### config.mk
export PLATFORM = sky130hd
export DESIGN_NAME = keypad_key_filter
export DESIGN_NICKNAME = d
export VERILOG_FILES = /design/src/rtl/keypad_pkg.sv /design/src/rtl/sync_2ff.sv /design/src/rtl/keypad_key_filter.sv
export SDC_FILE = /design/constraint.sdc
export NUM_CORES = 1
export LEC_CHECK = 0
export BUFFER_PORTS_ARGS = -buffer_cell sky130_fd_sc_hd__buf_4
export CORE_MARGIN = 5
export CORE_UTILIZATION = 59
export DETAILED_ROUTE_END_ITERATION = 8
export GPL_TIMING_DRIVEN = 0
export HOLD_SLACK_MARGIN = 0.12
export PLACE_DENSITY = 0.91
export REMOVE_ABC_BUFFERS = 1
export SYNTH_ARGS = -nofsm -noshare
export SYNTH_HDL_FRONTEND = slang
export SYNTH_SLANG_ARGS = --single-unit
export TNS_END_PERCENT = 10
### constraint.sdc
create_clock -name clk -period 3.52 [get_ports clk]
set_clock_uncertainty 0.15 [all_clocks]
set_input_delay 0 -clock clk [delete_from_list [all_inputs] [get_ports clk]]
set_output_delay 0 -clock clk [all_outputs]
set_load 0.005 [all_outputs]
### src/rtl/keypad_pkg.sv
// keypad_pkg: shared states, constants and key classification for the keypad key filter
package keypad_pkg;
  typedef enum logic [1:0] {IDLE, PRESS_CHK, HELD, REL_CHK} state_e;
  localparam logic [3:0] COL_FIRST = 4'b0111;
  localparam logic [3:0] ROW_IDLE  = 4'b1111;
  localparam logic [3:0] KEY_CLEAR = 4'h0;
  localparam logic [3:0] DIGIT_MIN = 4'h1;
  localparam logic [3:0] DIGIT_MAX = 4'h9;
  function automatic logic key_is_digit(input logic [3:0] k);
    return (k >= DIGIT_MIN) && (k <= DIGIT_MAX);
  endfunction
endpackage

### src/rtl/sync_2ff.sv
// sync_2ff: two-flop synchroniser with a configurable asynchronous reset value
module sync_2ff #(
  parameter int             W       = 4,
  parameter logic [W-1:0]   RST_VAL = '1
) (
  input  logic         clk,
  input  logic         rst,
  input  logic [W-1:0] d_i,
  output logic [W-1:0] q_o
);
  logic [W-1:0] meta_q, sync_q;
  // metastability stage followed by the stable output stage
  always_ff @(posedge clk or posedge rst)
    if (rst) begin
      meta_q <= RST_VAL;
      sync_q <= RST_VAL;
    end else begin
      meta_q <= d_i;
      sync_q <= meta_q;
    end
  assign q_o = sync_q;
endmodule

### src/rtl/keypad_key_filter.sv
// keypad_key_filter: frame-based press/release debounce producing one event per key press
module keypad_key_filter
  import keypad_pkg::*;
#(
  parameter int PRESS_SCANS   = 3,
  parameter int RELEASE_SCANS = 3
) (
  input  logic       clk,
  input  logic       rst,
  input  logic [3:0] col,
  input  logic [3:0] row,
  input  logic [3:0] key_code,
  output logic       key_valid,
  output logic [3:0] key_out,
  output logic       is_digit,
  output logic       is_clear,
  output logic       key_held
);
  localparam logic [3:0] PRESS_N = 4'(PRESS_SCANS);
  localparam logic [3:0] REL_N   = 4'(RELEASE_SCANS);
  state_e     state_q, state_d;
  logic [3:0] rows_s, col_q, col_qq;
  logic [3:0] cnt_q, cnt_d, cand_q, cand_d, key_out_q, key_out_d, cnt_inc;
  logic       tick_q, act_q, any_row, frame_active;
  logic       key_valid_q, key_valid_d, is_digit_q, is_digit_d, is_clear_q, is_clear_d;
  sync_2ff #(.W(4), .RST_VAL(ROW_IDLE)) u_row_sync (
    .clk (clk),
    .rst (rst),
    .d_i (row),
    .q_o (rows_s)
  );
  assign any_row      = rows_s != ROW_IDLE;
  assign frame_active = act_q | any_row;
  assign cnt_inc      = cnt_q + 4'd1;
  // tick marks the start of each full scan; activity accumulates over the frame it closes
  always_ff @(posedge clk or posedge rst)
    if (rst) begin
      col_q  <= ROW_IDLE;
      col_qq <= ROW_IDLE;
      tick_q <= 1'b0;
      act_q  <= 1'b0;
    end else begin
      col_q  <= col;
      col_qq <= col_q;
      tick_q <= (col_q == COL_FIRST) && (col_qq != COL_FIRST);
      act_q  <= tick_q ? 1'b0 : (act_q | any_row);
    end
  // filter state and the registered event outputs
  always_ff @(posedge clk or posedge rst)
    if (rst) begin
      state_q     <= IDLE;
      cnt_q       <= 4'd0;
      cand_q      <= 4'd0;
      key_out_q   <= 4'd0;
      is_digit_q  <= 1'b0;
      is_clear_q  <= 1'b0;
      key_valid_q <= 1'b0;
    end else begin
      state_q     <= state_d;
      cnt_q       <= cnt_d;
      cand_q      <= cand_d;
      key_out_q   <= key_out_d;
      is_digit_q  <= is_digit_d;
      is_clear_q  <= is_clear_d;
      key_valid_q <= key_valid_d;
    end
  // frame-level decisions, evaluated only on tick
  always_comb begin
    state_d     = state_q;
    cnt_d       = cnt_q;
    cand_d      = cand_q;
    key_out_d   = key_out_q;
    is_digit_d  = is_digit_q;
    is_clear_d  = is_clear_q;
    key_valid_d = 1'b0;
    if (tick_q)
      case (state_q)
        IDLE:
          if (frame_active) begin
            cand_d  = key_code;
            cnt_d   = 4'd1;
            state_d = PRESS_CHK;
          end
        PRESS_CHK:
          if (!frame_active) state_d = IDLE;
          else if (key_code != cand_q) begin
            cand_d = key_code;
            cnt_d  = 4'd1;
          end else begin
            cnt_d = cnt_inc;
            if (cnt_inc == PRESS_N) begin
              key_out_d   = cand_q;
              is_digit_d  = key_is_digit(cand_q);
              is_clear_d  = cand_q == KEY_CLEAR;
              key_valid_d = 1'b1;
              state_d     = HELD;
            end
          end
        HELD:
          if (!frame_active) begin
            cnt_d   = 4'd1;
            state_d = REL_CHK;
          end
        REL_CHK:
          if (frame_active) state_d = HELD;
          else begin
            cnt_d   = cnt_inc;
            state_d = (cnt_inc == REL_N) ? IDLE : REL_CHK;
          end
        default: state_d = IDLE;
      endcase
  end
  assign key_valid = key_valid_q;
  assign key_out   = key_out_q;
  assign is_digit  = is_digit_q;
  assign is_clear  = is_clear_q;
  assign key_held  = (state_q == HELD) || (state_q == REL_CHK);
endmodule

==> impl_metrics.json <==
{
  "status": "complete, no violations",
  "holdCritPathClass": "in -> reg",
  "yosysWarnings": 0,
  "drive_gt1_frac": 0.403,
  "cts_root_buf": "clkbuf_4",
  "dpl.hpwl_um": 1920,
  "netlist_area_mm2": 0.00145,
  "vias": 992,
  "r2r_cells": 5,
  "grt_pass1_vias": 1034,
  "htree_levels": 2,
  "nets": 164,
  "io_pins": 22,
  "fp.dieW_um": 59.6,
  "pre_cts_ws_ns": 1.19,
  "grt_pass1_wl_um": 5150,
  "synth.ff_latch_count": 35,
  "max_freq_mhz": 423,
  "power_frac_comb": 0.128,
  "drc": 0,
  "critPathCaptureType": "flop",
  "peakVddDrop_mv": 0.417,
  "critPathMaxStageDelay_ns": 0.48,
  "holdPathStages": 2,
  "r2r-start": "cnt_q[0]$_DFFE_PP0P_",
  "worst_ep_arrival_time_ns": 2.43,
  "seqPwrFrac": 0.591,
  "worstReg2RegEnd": "key_out[0]$_DFFE_PP0P_",
  "p_int_w": 0.000587,
  "final_max_slew_viol_count": 0,
  "synth_compound_area_frac": 0.114,
  "cts.clk_slew.worst_paths_ns": 0.10,
  "synth_cell_types": 39,
  "yosys.area_share.simple": 0.124,
  "antenna_found_initial": 0,
  "max-slew-margin-rel": 0.595,
  "synthAdderAreaFrac": 0.0173,
  "hp-start": "row[0]",
  "critPathBufInv": 0,
  "path_delay_family": "simple AND/OR/NAND/NOR gates",
  "powerDensity_mw_per_mm2": 422,
  "start_util": 0.601,
  "wl_um": 2930,
  "grt_max_degree": 36,
  "cts_buffer_depth": 2,
  "cts_buffers": 5,
  "cp_cell_sequence": "ha_1 > nor4b_1 > a31oi_1 > nor4_4 > mux2_2",
  "clock_latency_ns": 0.33,
  "syn_to_final_growth_pct": 28.4,
  "fin_tns_setup_ns": 0,
  "critical_path_required_ns": 3.59,
  "setup-violations-final": 0,
  "io_buffers": 21,
  "core_mm2": 0.00241,
  "synth_cells": 108,
  "final-hold-violation-count": 0,
  "fin_cells": 179,
  "cp_max_fo": 8,
  "seq_area_frac_synth": 0.618,
  "dr.pass1.iters": 4,
  "timing.final.crit_share": 0.672,
  "period_needed_ns": 2.37,
  "die_area_mm2": 0.00355,
  "p_leak_nw": 0.805,
  "synth.avg_cell_area_um2": 13.4,
  "path_class": "reg -> reg",
  "whs_endpoint": "u_row_sync.meta_q[0]$_DFF_PP1_",
  "die_h_um": 59.6,
  "r2r_setup_slack_ns": 1.15,
  "synth_top_family_by_area": "simple AND/OR/NAND/NOR gates",
  "cts_setup_buffers": 0,
  "max_cap_violations": 0,
  "wl_per_cell_um": 16.3,
  "core.rowCount": 18,
  "p_sw_w": 0.000198,
  "start_kind": "flop",
  "swShare": 0.253,
  "synth.area.mux_share": 0.0777,
  "grt-ovfl-total": 0,
  "avgViaCountPerCell": 5.54,
  "ant_nets": 0,
  "fillers": 136,
  "fin_ws_ns": 1.15,
  "cts_sinks": 35,
  "first_iter_violations": 72,
  "diodes": 0,
  "synth-xor-area-share": 0.0302,
  "rsz0062_at_grt": "false",
  "cts_tree": "done",
  "dp.cells": 156,
  "clkPwrFrac": 0.281,
  "tightest_slew_ns": 0.605,
  "slowest_stage": "dfrtp_1",
  "gp_congestion": 0.783,
  "gr-usage-all-layers": 0.203
}
## cells in the mapped netlist, drive strengths merged
cell type   n  area share
dfrtp      19        0.33
dfstp      16        0.29
mux2       10       0.078
nor2        6       0.016
inv         4       0.010
o21ai       4       0.014
xnor2       4       0.024
a22o        3       0.018
clkbuf      3      0.0078
nand3       3       0.010
nor4        3       0.023
and3        2      0.0086
ha          2       0.017
nand2       2      0.0052
nand4       2       0.013
nor3b       2       0.010
o211ai      2       0.010
o21bai      2       0.010
or3         2      0.0086
a21bo       1      0.0069
a2bb2oi     1      0.0060
a31oi       1      0.0043
a41oi       1      0.0060
nand3b      1      0.0052
nand4b      1      0.0060
nor2b       1      0.0043
nor3        1      0.0035
nor4b       1      0.0060
o21a        1      0.0052
o221a       1      0.0078
o2bb2ai     1      0.0060
o311ai      1      0.0060
o31a        1      0.0060
o32a        1      0.0069
or2         1      0.0043
xor2        1      0.0060
## stage by stage
| step | total power [W] | area (um^2) | utilization | hold WS [ns] |
|---|---|---|---|---|
| final | 0.000785 | 1860 | 0.772 | 0.172 |
| after global routing | 0.000826 | 1860 | 0.772 | 0.158 |
| after detailed placement | 0.000553 | 1630 | 0.678 | -0.0407 |
| after floorplan | 0.000520 | 1440 | - | -0.146 |
| after CTS | 0.000784 | 1820 | 0.756 | 0.153 |
| after global placement | 0.000544 | 1630 | 0.678 | -0.0414 |
## cell families after synthesis
kind of cell,count (synthesis)
AO/OA/AOI/OAI,21
AND/OR/NAND/NOR,28
flip-flops,35
adder cells (fa/ha/maj),2
buffers and inverters,7
XOR/XNOR,5
multiplexers,10
## power by group through the flow
stage	Sequential, W	Clock (W)	Combinational, W
floorplan	0.000462	0	0.0000586
global placement	0.000467	0	0.0000774
detailed placement	0.000469	0	0.0000836
CTS	0.000463	0.000226	0.0000954
global route	0.000470	0.000244	0.000112
finish	0.000464	0.000220	0.000101
## worst register-to-register path, delay by kind of cell, from the launching register on
family                     cells  cell delay [ns]
and+or+nand+nor                2             0.75
adders and majority gates      1             0.30
DFF                            1             0.48
muxes                          1             0.41
AOI/OAI and AO/OA              1             0.17
## timing repair
item                       4_1_cts  5_1_grt
hold endpoints to repair        32        5
resized for setup                0        0
setup endpoints to repair        0        0
hold buffers                    13        1
## worst max path at each step
stage / start / to / slack, ns / depth (start not counted)
global route: cnt_q[0]$_DFFE_PP0P_ / key_out[0]$_DFFE_PP0P_ / 1.08 / 5
global placement: cnt_q[0]$_DFFE_PP0P_ / key_out[2]$_DFFE_PP0P_ / 1.31 / 5
CTS: cnt_q[0]$_DFFE_PP0P_ / key_out[0]$_DFFE_PP0P_ / 1.18 / 5
detailed placement: cnt_q[0]$_DFFE_PP0P_ / key_out[0]$_DFFE_PP0P_ / 1.19 / 5
finish: cnt_q[0]$_DFFE_PP0P_ / key_out[0]$_DFFE_PP0P_ / 1.15 / 5
floorplan: cnt_q[0]$_DFFE_PP0P_ / is_clear$_DFFE_PP0P_ / 1.49 / 5
## routing by layer
metal	routed length [um]	vias to the layer above	global-route usage
li1	-	480	-
met1	1180	485	0.239
met2	1600	20	0.354
met3	88	7	0.0392
met4	57	0	0.0981
met5	0	-	0
## flip-flops by register name, indices dropped and copies added (netlist names)
signal / count
state_q: 2
u_row_sync.meta_q: 4
key_valid: 1
col_q: 4
u_row_sync.q_o: 4
is_digit: 1
cand_q: 4
act_q: 1
cnt_q: 4
tick_q: 1
key_out: 4
col_qq: 4
is_clear: 1
## placed cells by master, fill, tap and decap left out, types with 2 or more instances in the layout
| cell | netlist | final |
|---|---|---|
| dfstp_2 | 16 | 16 |
| clkbuf_4 | 0 | 5 |
| nor3b_1 | 2 | 2 |
| nor4_1 | 2 | 2 |
| mux2_2 | 10 | 10 |
| nand3_1 | 3 | 3 |
| o211ai_1 | 2 | 2 |
| ha_1 | 2 | 2 |
| or3_1 | 2 | 2 |
| a22o_1 | 3 | 3 |
| nand2_1 | 2 | 2 |
| dlygate4sd3_1 | 0 | 14 |
| o21bai_1 | 2 | 2 |
| inv_1 | 4 | 3 |
| nor2_1 | 6 | 6 |
| o21ai_0 | 3 | 3 |
| buf_4 | 0 | 21 |
| and3_1 | 2 | 2 |
| dfrtp_1 | 19 | 19 |
| xnor2_1 | 4 | 4 |
## layout make-up
class / instances / area (um^2) / share of cell area
multi-input combinational: 66 / 527 / 0.283
sequential: 35 / 896 / 0.482
clock buffer: 7 / 55.1 / 0.0296
inverter: 4 / 15.0 / 0.00807
tap: 30 / 37.5 / 0.0202
timing repair buffer: 36 / 325 / 0.175
clock inverter: 1 / 5.00 / 0.00269
Note: power is estimated with default switching activity, not from simulation.
